File: src/rtl/key_event_decoder.sv
// key_event_decoder
//   Turns debounced key press/release events into single-click, double-click
//   and long-press pulses. One instance per key.
//
//   Optional feature macro: KEY_REPEAT_EN
//     defined   : repeat_pulse fires every REPEAT_MS while the key is long-held
//     undefined : no repeat logic is built and repeat_pulse is tied to 0
//
// Ports
//   clk_50mhz     in   system clock
//   rst_n         in   asynchronous reset, active low
//   key_flag      in   1-cycle event strobe from the debouncer
//   key_state     in   debounced level (1 = released, 0 = pressed)
//   click_pulse   out  1-cycle pulse, single click confirmed
//   double_pulse  out  1-cycle pulse, double click confirmed
//   long_pulse    out  1-cycle pulse, long-press threshold reached
//   repeat_pulse  out  1-cycle pulse, auto-repeat tick while long-held
//   key_held      out  1 while the key is considered pressed
module key_event_decoder #(
  parameter int CNT_1MS   = 49_999,
  parameter int LONG_MS   = 1000,
  parameter int DOUBLE_MS = 300,
  parameter int REPEAT_MS = 200
) (
  input  logic clk_50mhz,
  input  logic rst_n,
  input  logic key_flag,
  input  logic key_state,
  output logic click_pulse,
  output logic double_pulse,
  output logic long_pulse,
  output logic repeat_pulse,
  output logic key_held
);

  // All timing values must fit the 16-bit counters.
  if (CNT_1MS < 1 || CNT_1MS > 65535 || LONG_MS < 1 || LONG_MS > 65535 ||
      DOUBLE_MS < 1 || DOUBLE_MS > 65535 || REPEAT_MS < 1 || REPEAT_MS > 65535) begin : g_param_chk
    $error("key_event_decoder: timing parameter out of 16-bit range");
  end

  localparam logic [15:0] TERM_1MS = 16'(CNT_1MS);
  localparam logic [15:0] LONG_T   = 16'(LONG_MS);
  localparam logic [15:0] DOUBLE_T = 16'(DOUBLE_MS);

  typedef enum logic [4:0] {
    IDLE        = 5'b00001,
    PRESSED     = 5'b00010,
    WAIT_SECOND = 5'b00100,
    SECOND_DOWN = 5'b01000,
    LONG_HELD   = 5'b10000
  } state_t;

  state_t      state, state_nxt;
  logic [15:0] presc, ms_cnt;
  logic        ms_tick, key_press, key_release, cnt_clr;
  logic        click_nxt, double_nxt, long_nxt, held_nxt, repeat_nxt;

  assign key_press   = key_flag & ~key_state;
  assign key_release = key_flag &  key_state;
  assign ms_tick     = (presc == TERM_1MS);

  always_comb begin
    state_nxt  = state;
    click_nxt  = 1'b0;
    double_nxt = 1'b0;
    long_nxt   = 1'b0;
    repeat_nxt = 1'b0;
    // Event checks come before timer checks so a release on the LONG_MS
    // cycle stays a short press and a press on the DOUBLE_MS cycle is a
    // double click. Events illegal in a state simply fall through.
    case (state)
      IDLE:        if (key_press) state_nxt = PRESSED;
      PRESSED:
        if (key_release) state_nxt = WAIT_SECOND;
        else if (ms_cnt == LONG_T) begin
          state_nxt = LONG_HELD;
          long_nxt  = 1'b1;
        end
      WAIT_SECOND:
        if (key_press) state_nxt = SECOND_DOWN;
        else if (ms_cnt == DOUBLE_T) begin
          state_nxt = IDLE;
          click_nxt = 1'b1;
        end
      SECOND_DOWN:
        if (key_release) begin
          state_nxt  = IDLE;
          double_nxt = 1'b1;
        end
      LONG_HELD:
        if (key_release) state_nxt = IDLE;
`ifdef KEY_REPEAT_EN
        else if (ms_cnt == 16'(REPEAT_MS)) repeat_nxt = 1'b1;
`endif
      default:     state_nxt = IDLE;
    endcase
    held_nxt = (state_nxt == PRESSED) || (state_nxt == SECOND_DOWN) ||
               (state_nxt == LONG_HELD);
    // Timebase restarts on every state change and on each repeat tick.
    cnt_clr  = (state_nxt != state) || repeat_nxt;
  end

  // 1 ms prescaler and saturating millisecond counter
  always_ff @(posedge clk_50mhz or negedge rst_n) begin
    if (!rst_n) begin
      presc  <= '0;
      ms_cnt <= '0;
    end else if (cnt_clr) begin
      presc  <= '0;
      ms_cnt <= '0;
    end else if (ms_tick) begin
      presc  <= '0;
      if (ms_cnt != 16'hFFFF) ms_cnt <= ms_cnt + 16'd1;
    end else begin
      presc  <= presc + 16'd1;
    end
  end

  always_ff @(posedge clk_50mhz or negedge rst_n) begin
    if (!rst_n) begin
      state        <= IDLE;
      click_pulse  <= 1'b0;
      double_pulse <= 1'b0;
      long_pulse   <= 1'b0;
      key_held     <= 1'b0;
    end else begin
      state        <= state_nxt;
      click_pulse  <= click_nxt;
      double_pulse <= double_nxt;
      long_pulse   <= long_nxt;
      key_held     <= held_nxt;
    end
  end

`ifdef KEY_REPEAT_EN
  always_ff @(posedge clk_50mhz or negedge rst_n) begin
    if (!rst_n) repeat_pulse <= 1'b0;
    else        repeat_pulse <= repeat_nxt;
  end
`else
  assign repeat_pulse = 1'b0;
`endif

endmodule
File: config.mk
export PLATFORM = sky130hd
export DESIGN_NAME = key_event_decoder
export DESIGN_NICKNAME = d
export VERILOG_FILES = /design/src/rtl/key_event_decoder.sv
export SDC_FILE = /design/constraint.sdc
export NUM_CORES = 1
export LEC_CHECK = 0
export ABC_AREA = 1
export BUFFER_PORTS_ARGS = -buffer_cell sky130_fd_sc_hd__buf_2
export CAP_MARGIN = 20
export CORE_MARGIN = 10
export CORE_UTILIZATION = 67
export DETAILED_ROUTE_END_ITERATION = 16
export PLACE_DENSITY = 0.93
export SYNTH_ARGS = -nofsm -noshare
export SYNTH_HDL_FRONTEND = slang
export SYNTH_SLANG_ARGS = --single-unit
export TNS_END_PERCENT = 20
File: constraint.sdc
create_clock -name clk_50mhz -period 4.02 [get_ports clk_50mhz]
set_input_delay 0.804 -clock clk_50mhz [delete_from_list [all_inputs] [get_ports clk_50mhz]]
set_output_delay 0.804 -clock clk_50mhz [all_outputs]
set_load 0.005 [all_outputs]
==> summary.md, run 1 <==
| Metric | Value |
|---|---|
| Most frequent cells in the layout | `77 x nand2_1, 49 x inv_1, 48 x nor2_1` |
| Fmax | `0.4413 GHz` |
| FF-to-FF path depth | `10` |
| Core Rows | `22` |
| Vias in the first global route | `2129` |
| Post-Syn Instances | `358` |
| Final ANT Viol Nets | `0` |
| DIE AREA | `0.006881 sq mm` |
| DR iter-0 viols | `146` |
| VDD IR-drop max | `0.8858 mV` |
| Clk Latency, worst-skew pair | `0.30 ns` |
| Ports | `9` |
| Worst hold path type | `reg -> reg` |
| Worst-Margin Slew | `0.8905 ns` |
| Syn_nets | `365` |
| Critical Path Start Type | `register` |
| Final setup TNS | `0 ns` |
| Overall routed net length | `5338 um` |
| Synth-to-layout area growth | `5.419%` |
| Core Util, Final | `0.7477` |
| Finished Layout Cells | `414` |
| Status | `finished, final reports clean` |
| Post-CTS Setup Bufs | `0` |
| DRT Pass-1 Iters | `5` |
| Pint | `0.0007103 W` |
| Via density | `5.420` |
| TritonCTS clock tree | `built` |
| CP cell instances | `inv_1, ha_1, nand2_1, nor2_1, nand2_1, o21ai_1, nand2_1, o21ai_1, nand3_4, nor2_1` |
| Global-route wire length before repair | `9273 um` |
| Clock power frac | `0.307` |
| Inst Count DP | `406` |
| Slew Viols, Final | `0` |
| Setup Crit Path Kind | `reg -> reg` |
| Die Y-Extent | `82.95 um` |
| CTS max path bufs | `2` |
| Pin count of the biggest net entering global routing | `42` |
| Gr usage total | `0.1548` |
| Post-DR wirelength/cell | `12.89 um` |
| Post-route cell area | `0.002799 sq mm` |
| Gpl congestion | `0.9186` |
| Max Cap Violations | `0` |
| CP Max Fanout | `32` |
| Seq pwr share | `0.418` |
| Antenna violations before repair | `0` |
| Via count | `2244` |
| Most common cell on crit path | `nand2_1` |
| Fin crit share | `0.5636` |
| Most common cell after layout, fill and taps aside | `nand2_1` |
| Worst setup endpoint | `ms_cnt[0]` |
| Mapped cell area | `0.002655 sq mm` |
| Final hold viol count | `0` |
| Port-buffer cells | `7` |
| CP Capture Type | `register` |
| RSZ-0062 raised after global routing | `no` |
| Clock slew at reported path FFs | `0.08 ns` |
| DP Area | `0.002683 sq mm` |
| R2R setup slack | `1.75 ns` |
| Reg2reg end | `ms_cnt[0]` |
| Worst stage delay on the critical path | `0.48 ns` |
| Final setup viols | `0` |
| Worst Path Arrival | `2.47 ns` |
| Core Region | `0.003744 sq mm` |
| PD cells | `397.8 mW/mm^2` |
| CTS Sinks | `41` |
| Remaining DRCs | `0` |
| Post-DP HPWL | `3830 um` |
| # hold bufs at CTS | `0` |
| Switch Pwr | `0.0004032 W` |
| Filler cell count | `279` |
| Syn_area_per_cell | `7.416 sq um` |
| LEAKAGE | `1.174 nW` |
| Post-synthesis register bit count | `41` |
| Initial core utilization | `0.7092` |
| Slowest CP cell | `nand3_4` |
| CTS resizes | `0` |
| Worst R2R Start | `ms_cnt[0]` |
| Die Wd | `82.95 um` |
| Combinational Power Share | `0.275` |
| Sequential element share of the synthesized area | `0.3869` |
| Share of layout cells above drive strength 1 | `0.1694` |
| N_diodes | `0` |
| Tmin final | `2.266 ns` |
| Sw Ratio | `0.3621` |
| Ys Warns | `0` |
| CTS Buf Count | `5` |
| Post-synthesis cell type count | `36` |
| H-tree levels | `2` |
| Clock skew | `0.007246 ns` |
| Nets | `372` |
| Worst setup startpoint | `ms_cnt[0]` |
| Relative slew margins | `0.4063` |
| Worst path required time | `4.22 ns` |
| Clk root buf | `clkbuf_8` |
| Remaining Overflow, GRT | `0` |
## layout make-up
type	instances	area [sq um]	area share
clock buffers	7	86.33	0.03084
clock inverters	1	30.03	0.01073
inverters	51	191.4	0.06840
multi-input cells	259	1369	0.4890
flip-flops and latches	41	1027	0.3670
well taps	48	60.06	0.02146
repair buffers	7	35.03	0.01252
## kinds of logic (layout without fill, tap and decap cells)
logic type,after synthesis,in the layout,synth area share
AO/OA/AOI/OAI,24,24,0.05090
XOR/XNOR,11,11,0.03629
adder cells (fa/ha/maj),3,3,0.01414
buffers and inverters,58,66,0.09755
flip-flops,41,41,0.3869
other,1,1,0.001412
AND/OR/NAND/NOR,220,220,0.4128
## how the worst min path moves through the flow
stage	from	to	slack [ns]	cells past startpoint
4_1_cts	presc[0]	presc[0]	0.57	3
5_1_grt	presc[0]	presc[0]	0.60	3
2_1_floorplan	rst_n	click_pulse	0.51	0
6_report	presc[0]	presc[0]	0.57	3
3_3_place_gp	presc[0]	presc[0]	0.54	3
3_5_place_dp	presc[0]	presc[0]	0.56	3
## power groups by stage
| stage | sequential (W) | clock, W | combinational [W] |
|---|---|---|---|
| 6_report | 0.000466 | 0.000342 | 0.000306 |
| 4_1_cts | 0.000466 | 0.000347 | 0.000308 |
| 5_1_grt | 0.000471 | 0.000364 | 0.000338 |
| 2_1_floorplan | 0.000461 | 0 | 0.000325 |
| 3_3_place_gp | 0.000473 | 0 | 0.000304 |
| 3_5_place_dp | 0.000475 | 0 | 0.000309 |
## per-layer routing
| metal | vias up | routed length (um) | GRT usage | part of all wire |
|---|---|---|---|---|
| met5 | - | 0 | 0 | 0 |
| met4 | 0 | 90 | 0.06154 | 0.017 |
| met3 | 11 | 309 | 0.03711 | 0.058 |
| met2 | 76 | 2642 | 0.2556 | 0.49 |
| met1 | 1008 | 2296 | 0.1881 | 0.43 |
| li1 | 1149 | - | - | - |
## registers in the layout, summed over array words and instances (netlist names)
register,count
long_pulse,1
state,5
click_pulse,1
ms_cnt,16
presc,16
key_held,1
double_pulse,1
## per-stage QoR
| stage | worst slack, ns | power [W] | hold WS, ns |
|---|---|---|---|
| finish | 1.754 | 0.001113 | 0.5723 |
| global route | 1.488 | 0.001173 | 0.6036 |
| CTS | 1.748 | 0.001122 | 0.5721 |
| detailed placement | 1.513 | 0.0007831 | 0.5567 |
| global placement | 1.587 | 0.0007768 | 0.5419 |
| floorplan | 2.167 | 0.0007852 | 0.5084 |
## critical path, delay by kind of cell, from the launching register on
kind | cells | cell delay (ns)
adders and majority gates | 1 | 0.17
DFF | 1 | 0.41
buffers and inverters | 1 | 0.10
AOI/OAI and AO/OA | 2 | 0.40
and+or+nand+nor | 6 | 1.10
## Yosys cell counts (all sizes together)
library cell | number | area share
nor2 | 83 | 0.16
nand2 | 78 | 0.11
inv | 51 | 0.072
dfrtp | 40 | 0.38
nand3 | 28 | 0.061
o21ai | 18 | 0.035
nand4 | 17 | 0.042
xor2 | 9 | 0.030
nor3 | 8 | 0.019
buf | 6 | 0.024
ha | 3 | 0.014
nor4 | 3 | 0.013
nand3b | 2 | 0.0057
xnor2 | 2 | 0.0066
a21oi | 1 | 0.0019
a31o | 1 | 0.0033
a31oi | 1 | 0.0024
clkbuf | 1 | 0.0014
conb | 1 | 0.0014
dfstp | 1 | 0.0099
o211ai | 1 | 0.0028
o21bai | 1 | 0.0028
o22ai | 1 | 0.0024
or2 | 1 | 0.0024
Note: power is estimated with default switching activity, not from simulation.
==> run 2: changes to the inputs <==
ABC_AREA = 0   (was 1)
CORE_UTILIZATION = 61   (was 67)
PLACE_DENSITY = 0.87   (was 0.93)
clock period = 2.1 ns   (was 4.02 ns; I/O delays follow)
==> summary.md, run 2 <==
| Metric | Value |
|---|---|
| DIE AREA | `0.006956 sq mm (+1.1%)` |
| Clock power frac | `0.296 (-0.011)` |
| Fmax | `0.4944 GHz (+12%)` |
| Remaining Overflow, GRT | `0 (unchanged)` |
| Final setup viols | `0 (unchanged)` |
| Syn_nets | `261 (-28%)` |
| Ys async rst share | `1.000 (unchanged)` |
| Initial core utilization | `0.6503 (-0.05893)` |
| Worst setup margin | `0.07719 ns (-1.677 ns)` |
| Via count | `2061 (-8.2%)` |
| Port-buffer cells | `7 (unchanged)` |
| CTS max path bufs | `2 (unchanged)` |
| Ports | `9 (unchanged)` |
| LEAKAGE | `1.168 nW (-0.58%)` |
| Tmin final | `2.023 ns (-0.2430 ns)` |
| Nets | `285 (-23%)` |
| PD cells | `754.8 mW/mm^2 (+90%)` |
| Largest family of logic cells by synthesized area | `simple AND/OR/NAND/NOR gates` |
| Worst-Margin Slew | `0.5094 ns (-0.3811 ns)` |
| Sw Ratio | `0.3285 (-0.03360)` |
| Max Cap Violations | `0 (unchanged)` |
| FF-to-FF path depth | `6 (-4)` |
| Critical Path Start Type | `register` |
| Area contributors post-synth | `dfrtp_1 41%, xnor2_1 5.4%, nor3_1 4.9%` |
| Slew Viols, Final | `0 (unchanged)` |
| Vias in the first global route | `2011 (-5.5%)` |
| Antenna violations before repair | `0 (unchanged)` |
| Final ANT Viol Nets | `0 (unchanged)` |
| Biggest regs | `ms_cnt (16), presc (16), state (5)` |
| Gr usage total | `0.1542 (-0.0006054)` |
| # hold bufs at CTS | `0 (unchanged)` |
| Synth-to-layout area growth | `16.02%` |
| Post-DP HPWL | `3829 um (about the same)` |
| Clk root buf | `clkbuf_8` |
| Pint | `0.001442 W (+100%)` |
| Number of enable flip-flop cells after synthesis | `0 (unchanged)` |
| Sequential element share of the synthesized area | `0.4189 (+0.03198)` |
| Top FF cell, synth | `dfrtp_1` |
| Switch Pwr | `0.0007055 W (+75%)` |
| Yosys top cell area share | `0.4082 (+0.03116)` |
| Die Y-Extent | `83.41 um (+0.55%)` |
| Clk Latency, worst-skew pair | `0.31 ns (about the same)` |
| Synth Area in Adders | `0.01531 (+0.001169)` |
| Filler cell count | `242 (-13%)` |
| Post-synthesis register bit count | `41 (unchanged)` |
| Status | `finished, final reports clean` |
| Setup Crit Path Kind | `reg -> reg` |
| Total Power | `0.002148 W (+93%)` |
| Core Util, Final | `0.7545 (+0.006819)` |
| Share of layout cells above drive strength 1 | `0.2473 (+0.07791)` |
| CP Max Fanout | `11 (-66%)` |
| N_diodes | `0 (unchanged)` |
| CTS Buf Count | `5 (unchanged)` |
| Pin count of the biggest net entering global routing | `42 (unchanged)` |
| Syn_area_per_cell | `9.655 sq um (+30%)` |
| WHS | `0.1677 ns (-0.4046 ns)` |
| Inst Count DP | `314 (-23%)` |
| Combinational Power Share | `0.285 (+0.010)` |
| Storage element area | `0.001030 sq mm (+0.24%)` |
| Post-Synth XOR/XNOR Area | `0.09286 (+0.05657)` |
| Post-synthesis cell type count | `53 (+47%)` |
| CP Capture Type | `register` |
| H-tree levels | `2 (unchanged)` |
| Core Rows | `22 (unchanged)` |
| Final hold viol count | `0 (unchanged)` |
| Area of the multi-input gates | `0.001346 sq mm (-1.6%)` |
| Post-Syn Instances | `254 (-29%)` |
| Most common cell after layout, fill and taps aside | `dfrtp_1` |
| CTS Sinks | `41 (unchanged)` |
| Core Region | `0.003771 sq mm (+0.74%)` |
| Overall routed net length | `5740 um (+7.5%)` |
| Clock slew at reported path FFs | `0.09 ns (about the same)` |
| Most frequent cells in the layout | `38 x dfrtp_1, 23 x nor3_1, 23 x buf_4` |
| Most numerous cell in the Yosys netlist | `dfrtp_1` |
| Mapped cell area | `0.002452 sq mm (-7.6%)` |
| Post-DR wirelength/cell | `17.55 um (+36%)` |
| Finished Layout Cells | `327 (-21%)` |
| Die Wd | `83.41 um (+0.55%)` |
| Worst hold path type | `in -> async` |
| DR iter-0 viols | `138 (-5.5%)` |
| RSZ-0062 raised after global routing | `yes` |
| DRT Pass-1 Iters | `6 (+1)` |
| Clock skew | `0.01415 ns (+0.006902 ns)` |
| Worst path required time | `2.28 ns (-1.94 ns)` |
| Global-route wire length before repair | `9163 um (-1.2%)` |
| Gpl congestion | `0.8941 (-2.7%)` |
| VDD IR-drop max | `0.5275 mV (-40%)` |
| Via density | `6.303 (+16%)` |
| Top cell type by total area after synthesis | `dfrtp_1` |
| Synth Area in Simple Gates | `0.3337 (-0.07914)` |
| Multiplexer share of the synthesized area | `0.004082 (+0.004082)` |
| Seq pwr share | `0.419 (about the same)` |
| Remaining DRCs | `0 (unchanged)` |
| Dpl ws | `-0.04813 ns (-1.561 ns)` |
| TritonCTS clock tree | `built` |
| Post-synthesis compound-gate area fraction | `0.07602 (+0.02513)` |
| Worst Path Arrival | `2.20 ns (-0.27 ns)` |
| Fin crit share | `0.9632 (+0.3996)` |
| Relative slew margins | `0.6604 (+0.2541)` |
| Ys Warns | `0 (unchanged)` |
| Commonest cells post-synth | `40 x dfrtp_1, 24 x nor3_1, 17 x nand2_1` |
[run 2: layout make-up]
type                            count  share of cell area
Sequential cell                    41              0.3619
Clock buffer                        6             0.02551
Multi-Input combinational cell    187              0.4732
Inverter                           10             0.01319
Clock inverter                      2             0.01231
Tap cell                           48             0.02111
Timing Repair Buffer               33             0.09279
[run 2: repair_timing]
| item | in CTS | in global routing |
|---|---|---|
| setup endpoints to repair | 0 | 32 |
| setup buffers | 0 | 4 |
| gates resized for setup | 0 | 13 |
[run 2: per-layer routing]
| layer | up-vias | part of all wire | GRT usage |
|---|---|---|---|
| li1 | 976 | - | - |
| met4 | 0 | 0.022 | 0.05231 |
| met2 | 79 | 0.51 | 0.2549 |
| met5 | - | 0 | 0 |
| met3 | 16 | 0.062 | 0.04980 |
| met1 | 990 | 0.41 | 0.1829 |
[run 2: power groups by stage]
| stage | sequential, W | clock [W] | combinational (W) |
|---|---|---|---|
| final | 0.000900 | 0.000636 | 0.000612 |
| after global routing | 0.000907 | 0.000680 | 0.000674 |
| after CTS | 0.000889 | 0.000643 | 0.000554 |
| after detailed placement | 0.000905 | 0 | 0.000549 |
| after global placement | 0.000904 | 0 | 0.000528 |
| after floorplan | 0.000878 | 0 | 0.000386 |
[run 2: critical path, cell delays in order, from the launching register on]
cell       delay [ns]
dfstp_2          0.42
or3b_1           0.37
or4b_1           0.54
and3_4           0.22
nand3_4          0.12
clkbuf_16        0.18
nor3_1           0.05
[run 2: path summary, 6_finish.rpt]
kind,start,to,slack [ns]
worst max-delay path,state[0],ms_cnt[5],0.08
worst min-delay path,rst_n,presc[3],0.17
worst max register to register,state[0],ms_cnt[5],0.08
worst min register to register,presc[0],presc[0],0.54
max in group asynchronous,rst_n,state[3],1.56
min in group clk_50mhz,key_state,double_pulse,0.48
[run 2: logic make-up (layout without fill, tap and decap cells)]
family | after synthesis | count (layout)
muxes | 1 | 1
buffers and inverters | 26 | 51
and+or+nand+nor | 129 | 129
xor gates and xnor gates | 26 | 26
DFF | 41 | 41
AOI/OAI and AO/OA | 27 | 27
adders and majority gates | 3 | 3
other | 1 | 1
[run 2: through the flow]
step | TNS, ns | area (sq um)
final | 0 | 2845
after global routing | -0.1340 | 2845
after CTS | 0 | 2728
after detailed placement | -0.3762 | 2620
after global placement | 0 | 2620
after floorplan | 0 | 2455
==> run 3: changes to the inputs <==
CORE_ASPECT_RATIO = 0.8   (was not set)
==> summary.md, run 3 (same netlist as run 2, synthesis figures left out) <==
| Metric | Value |
|---|---|
| Status | `finished, final reports clean` |
| Die Wd | `90.89 um (+9.0%)` |
| Worst Path Arrival | `2.26 ns (+0.06 ns)` |
| Worst R2R Start | `ms_cnt[6]` |
| Final setup viols | `0 (unchanged)` |
| Inst Count DP | `323 (+2.9%)` |
| Antenna violations before repair | `0 (unchanged)` |
| Top Usage Layer GRT | `met2` |
| Post-DR wirelength/cell | `16.69 um (-4.9%)` |
| TritonCTS clock tree | `built` |
| Die Y-Extent | `76.71 um (-8.0%)` |
| Share of layout cells above drive strength 1 | `0.2338 (-0.01350)` |
| Setup Crit Path Kind | `reg -> reg` |
| CP Max Fanout | `20 (+9)` |
| CP cell instances | `or4b_2, nor4_2, nand2b_1, nand3_2, buf_12, nor3_1` |
| Remaining DRCs | `0 (unchanged)` |
| Ports | `9 (unchanged)` |
| CTS Sinks | `41 (unchanged)` |
| Reg2reg end | `ms_cnt[14]` |
| PD cells | `798.2 mW/mm^2 (+5.7%)` |
| DR iter-0 viols | `154 (+12%)` |
| Biggest regs | `ms_cnt (16), presc (16), state (5)` |
| Critical Path Start Type | `register` |
| Global-route wire length before repair | `9142 um (-0.23%)` |
| Synth-to-layout area growth | `16.73%` |
| Finished Layout Cells | `333 (+1.8%)` |
| Via count | `2032 (-1.4%)` |
| Initial core utilization | `0.6405 (-0.009776)` |
| Clock power frac | `0.339 (+0.043)` |
| VDD IR-drop max | `0.8049 mV (+53%)` |
| Clk root buf | `clkbuf_8` |
| N_diodes | `0 (unchanged)` |
| Most common cell after layout, fill and taps aside | `dfrtp_1` |
| Clock slew at reported path FFs | `0.08 ns (about the same)` |
| Worst stage delay on the critical path | `0.70 ns (+0.16 ns)` |
| Sw Ratio | `0.3131 (-0.01544)` |
| Clock skew | `0.007523 ns (-0.006625 ns)` |
| R2R setup slack | `0.03 ns (-0.05 ns)` |
| CP Capture Type | `register` |
| Worst-Margin Slew | `0.5014 ns (-0.008025 ns)` |
| FF-to-FF path depth | `6 (unchanged)` |
| LEAKAGE | `1.187 nW (+1.7%)` |
| Final ANT Viol Nets | `0 (unchanged)` |
| Via density | `6.102 (-3.2%)` |
| CTS max path bufs | `2 (unchanged)` |
| Pin count of the biggest net entering global routing | `22 (-48%)` |
| Fmax | `0.4821 GHz (-2.5%)` |
| Switch Pwr | `0.0007153 W (+1.4%)` |
| Nets | `284 (-0.35%)` |
| Worst setup endpoint | `ms_cnt[14]` |
| Port-buffer cells | `7 (unchanged)` |
| RSZ-0062 raised after global routing | `yes` |
| M3 GR Usage | `0.04767 (-0.002139)` |
| Relative slew margins | `0.6657 (+0.005350)` |
| Post-DP HPWL | `3843 um (+0.37%)` |
| Clk Latency, worst-skew pair | `0.31 ns (about the same)` |
| Gr usage total | `0.1592 (+0.005028)` |
| Worst setup startpoint | `ms_cnt[6]` |
| CTS Buf Count | `5 (unchanged)` |
| Dpl ws | `-0.02777 ns (+0.02036 ns)` |
| Final hold viol count | `0 (unchanged)` |
| Slew Viols, Final | `0 (unchanged)` |
| Vias in the first global route | `1947 (-3.2%)` |
| DIE AREA | `0.006972 sq mm (+0.23%)` |
| Fin crit share | `0.9877 (+0.02441)` |
| Pint | `0.001570 W (+8.8%)` |
| DRT Pass-1 Iters | `6 (unchanged)` |
| Max Cap Violations | `0 (unchanged)` |
| # hold bufs at CTS | `0 (unchanged)` |
| Core Rows | `20 (-9.1%)` |
| Tmin final | `2.074 ns (+0.05126 ns)` |
| Slowest CP cell | `or4b_2` |
| Overall routed net length | `5558 um (-3.2%)` |
| Met1 GRT Util | `0.2060 (+0.02309)` |
| Seq pwr share | `0.391 (-0.028)` |
| Met2 Track Usage GR | `0.2496 (-0.005248)` |
| Combinational Power Share | `0.269 (-0.016)` |
| Filler cell count | `257 (+6.2%)` |
| Worst setup margin | `0.02593 ns (-0.05126 ns)` |
| H-tree levels | `2 (unchanged)` |
| Worst path required time | `2.29 ns (about the same)` |
| Most frequent cells in the layout | `40 x dfrtp_1, 24 x nor3_1, 21 x buf_4` |
| Worst hold path type | `in -> async` |
| Remaining Overflow, GRT | `0 (unchanged)` |
| Core Region | `0.003829 sq mm (+1.5%)` |
| Gpl congestion | `0.9278 (+3.8%)` |
==> run 3: cell types whose count changed in the layout (fill, tap and decap cells not counted), sizes merged <==
| cell | change |
|---|---|
| clkbuf | -2 |
| bufinv | +1 |
| clkinv | -1 |
| inv | +1 |
==> run 3: worst min path at each step <==
stage / start / to / slack (ns) / cells past startpoint
after global routing: rst_n / ms_cnt[11] / 0.11 / 1
final: rst_n / presc[15] / 0.07 / 1
after floorplan: rst_n / click_pulse / 0.12 / 0
after detailed placement: rst_n / ms_cnt[8] / 0.41 / 1
after CTS: rst_n / ms_cnt[11] / 0.08 / 1
after global placement: rst_n / ms_cnt[8] / 0.41 / 1
==> run 3: layout make-up <==
cell class | count | area (sq um) | share of cell area
Timing Repair Buffer | 32 | 272.8 | 0.09528
Clock inverter | 3 | 68.82 | 0.02404
Sequential cell | 41 | 1027 | 0.3588
Multi-Input combinational cell | 187 | 1319 | 0.4607
Inverter | 10 | 37.54 | 0.01311
Tap cell | 55 | 68.82 | 0.02404
Clock buffer | 5 | 68.82 | 0.02404
==> run 3: timing repair <==
action | 4_1_cts | 5_1_grt
buffers inserted | 0 | 2
gates resized for setup | 2 | 4
setup endpoints to repair | 32 | 30
pin swaps | 0 | 2
cloned | 0 | 0
==> run 3: power groups by stage <==
stage / logic [W] / registers (W) / clock network (W)
global route: 0.000664 / 0.000902 / 0.000824
finish: 0.000616 / 0.000894 / 0.000775
CTS: 0.000589 / 0.000892 / 0.000793
floorplan: 0.000386 / 0.000878 / 0
global placement: 0.000571 / 0.000905 / 0
detailed placement: 0.000585 / 0.000906 / 0
==> run 3: critical path, delay by kind of cell (launching register included) <==
family	cells	cell delay [ns]
buffers and inverters	1	0.17
flip-flops	1	0.42
AND/OR/NAND/NOR	5	1.36
==> run 3: per-layer routing <==
metal,vias up,part of all wire,wire [um]
li1,984,-,-
met1,979,0.47,2640
met2,61,0.45,2514
met3,8,0.060,333
met4,0,0.013,70
met5,-,0,0
==> run 3: metrics by stage <==
stage          setup TNS, ns  power (W)  utilization  instance area, sq um  hold WS [ns]
2_1_floorplan              0   0.001264            -                  2455        0.1244
3_3_place_gp         -0.3480   0.001476       0.7003                  2681        0.4074
3_5_place_dp         -0.2386   0.001490       0.7003                  2681        0.4100
4_1_cts                    0   0.002274       0.7392                  2830       0.07955
5_1_grt              -0.4346   0.002390       0.7477                  2863        0.1055
6_report                   0   0.002285       0.7477                  2863       0.06924
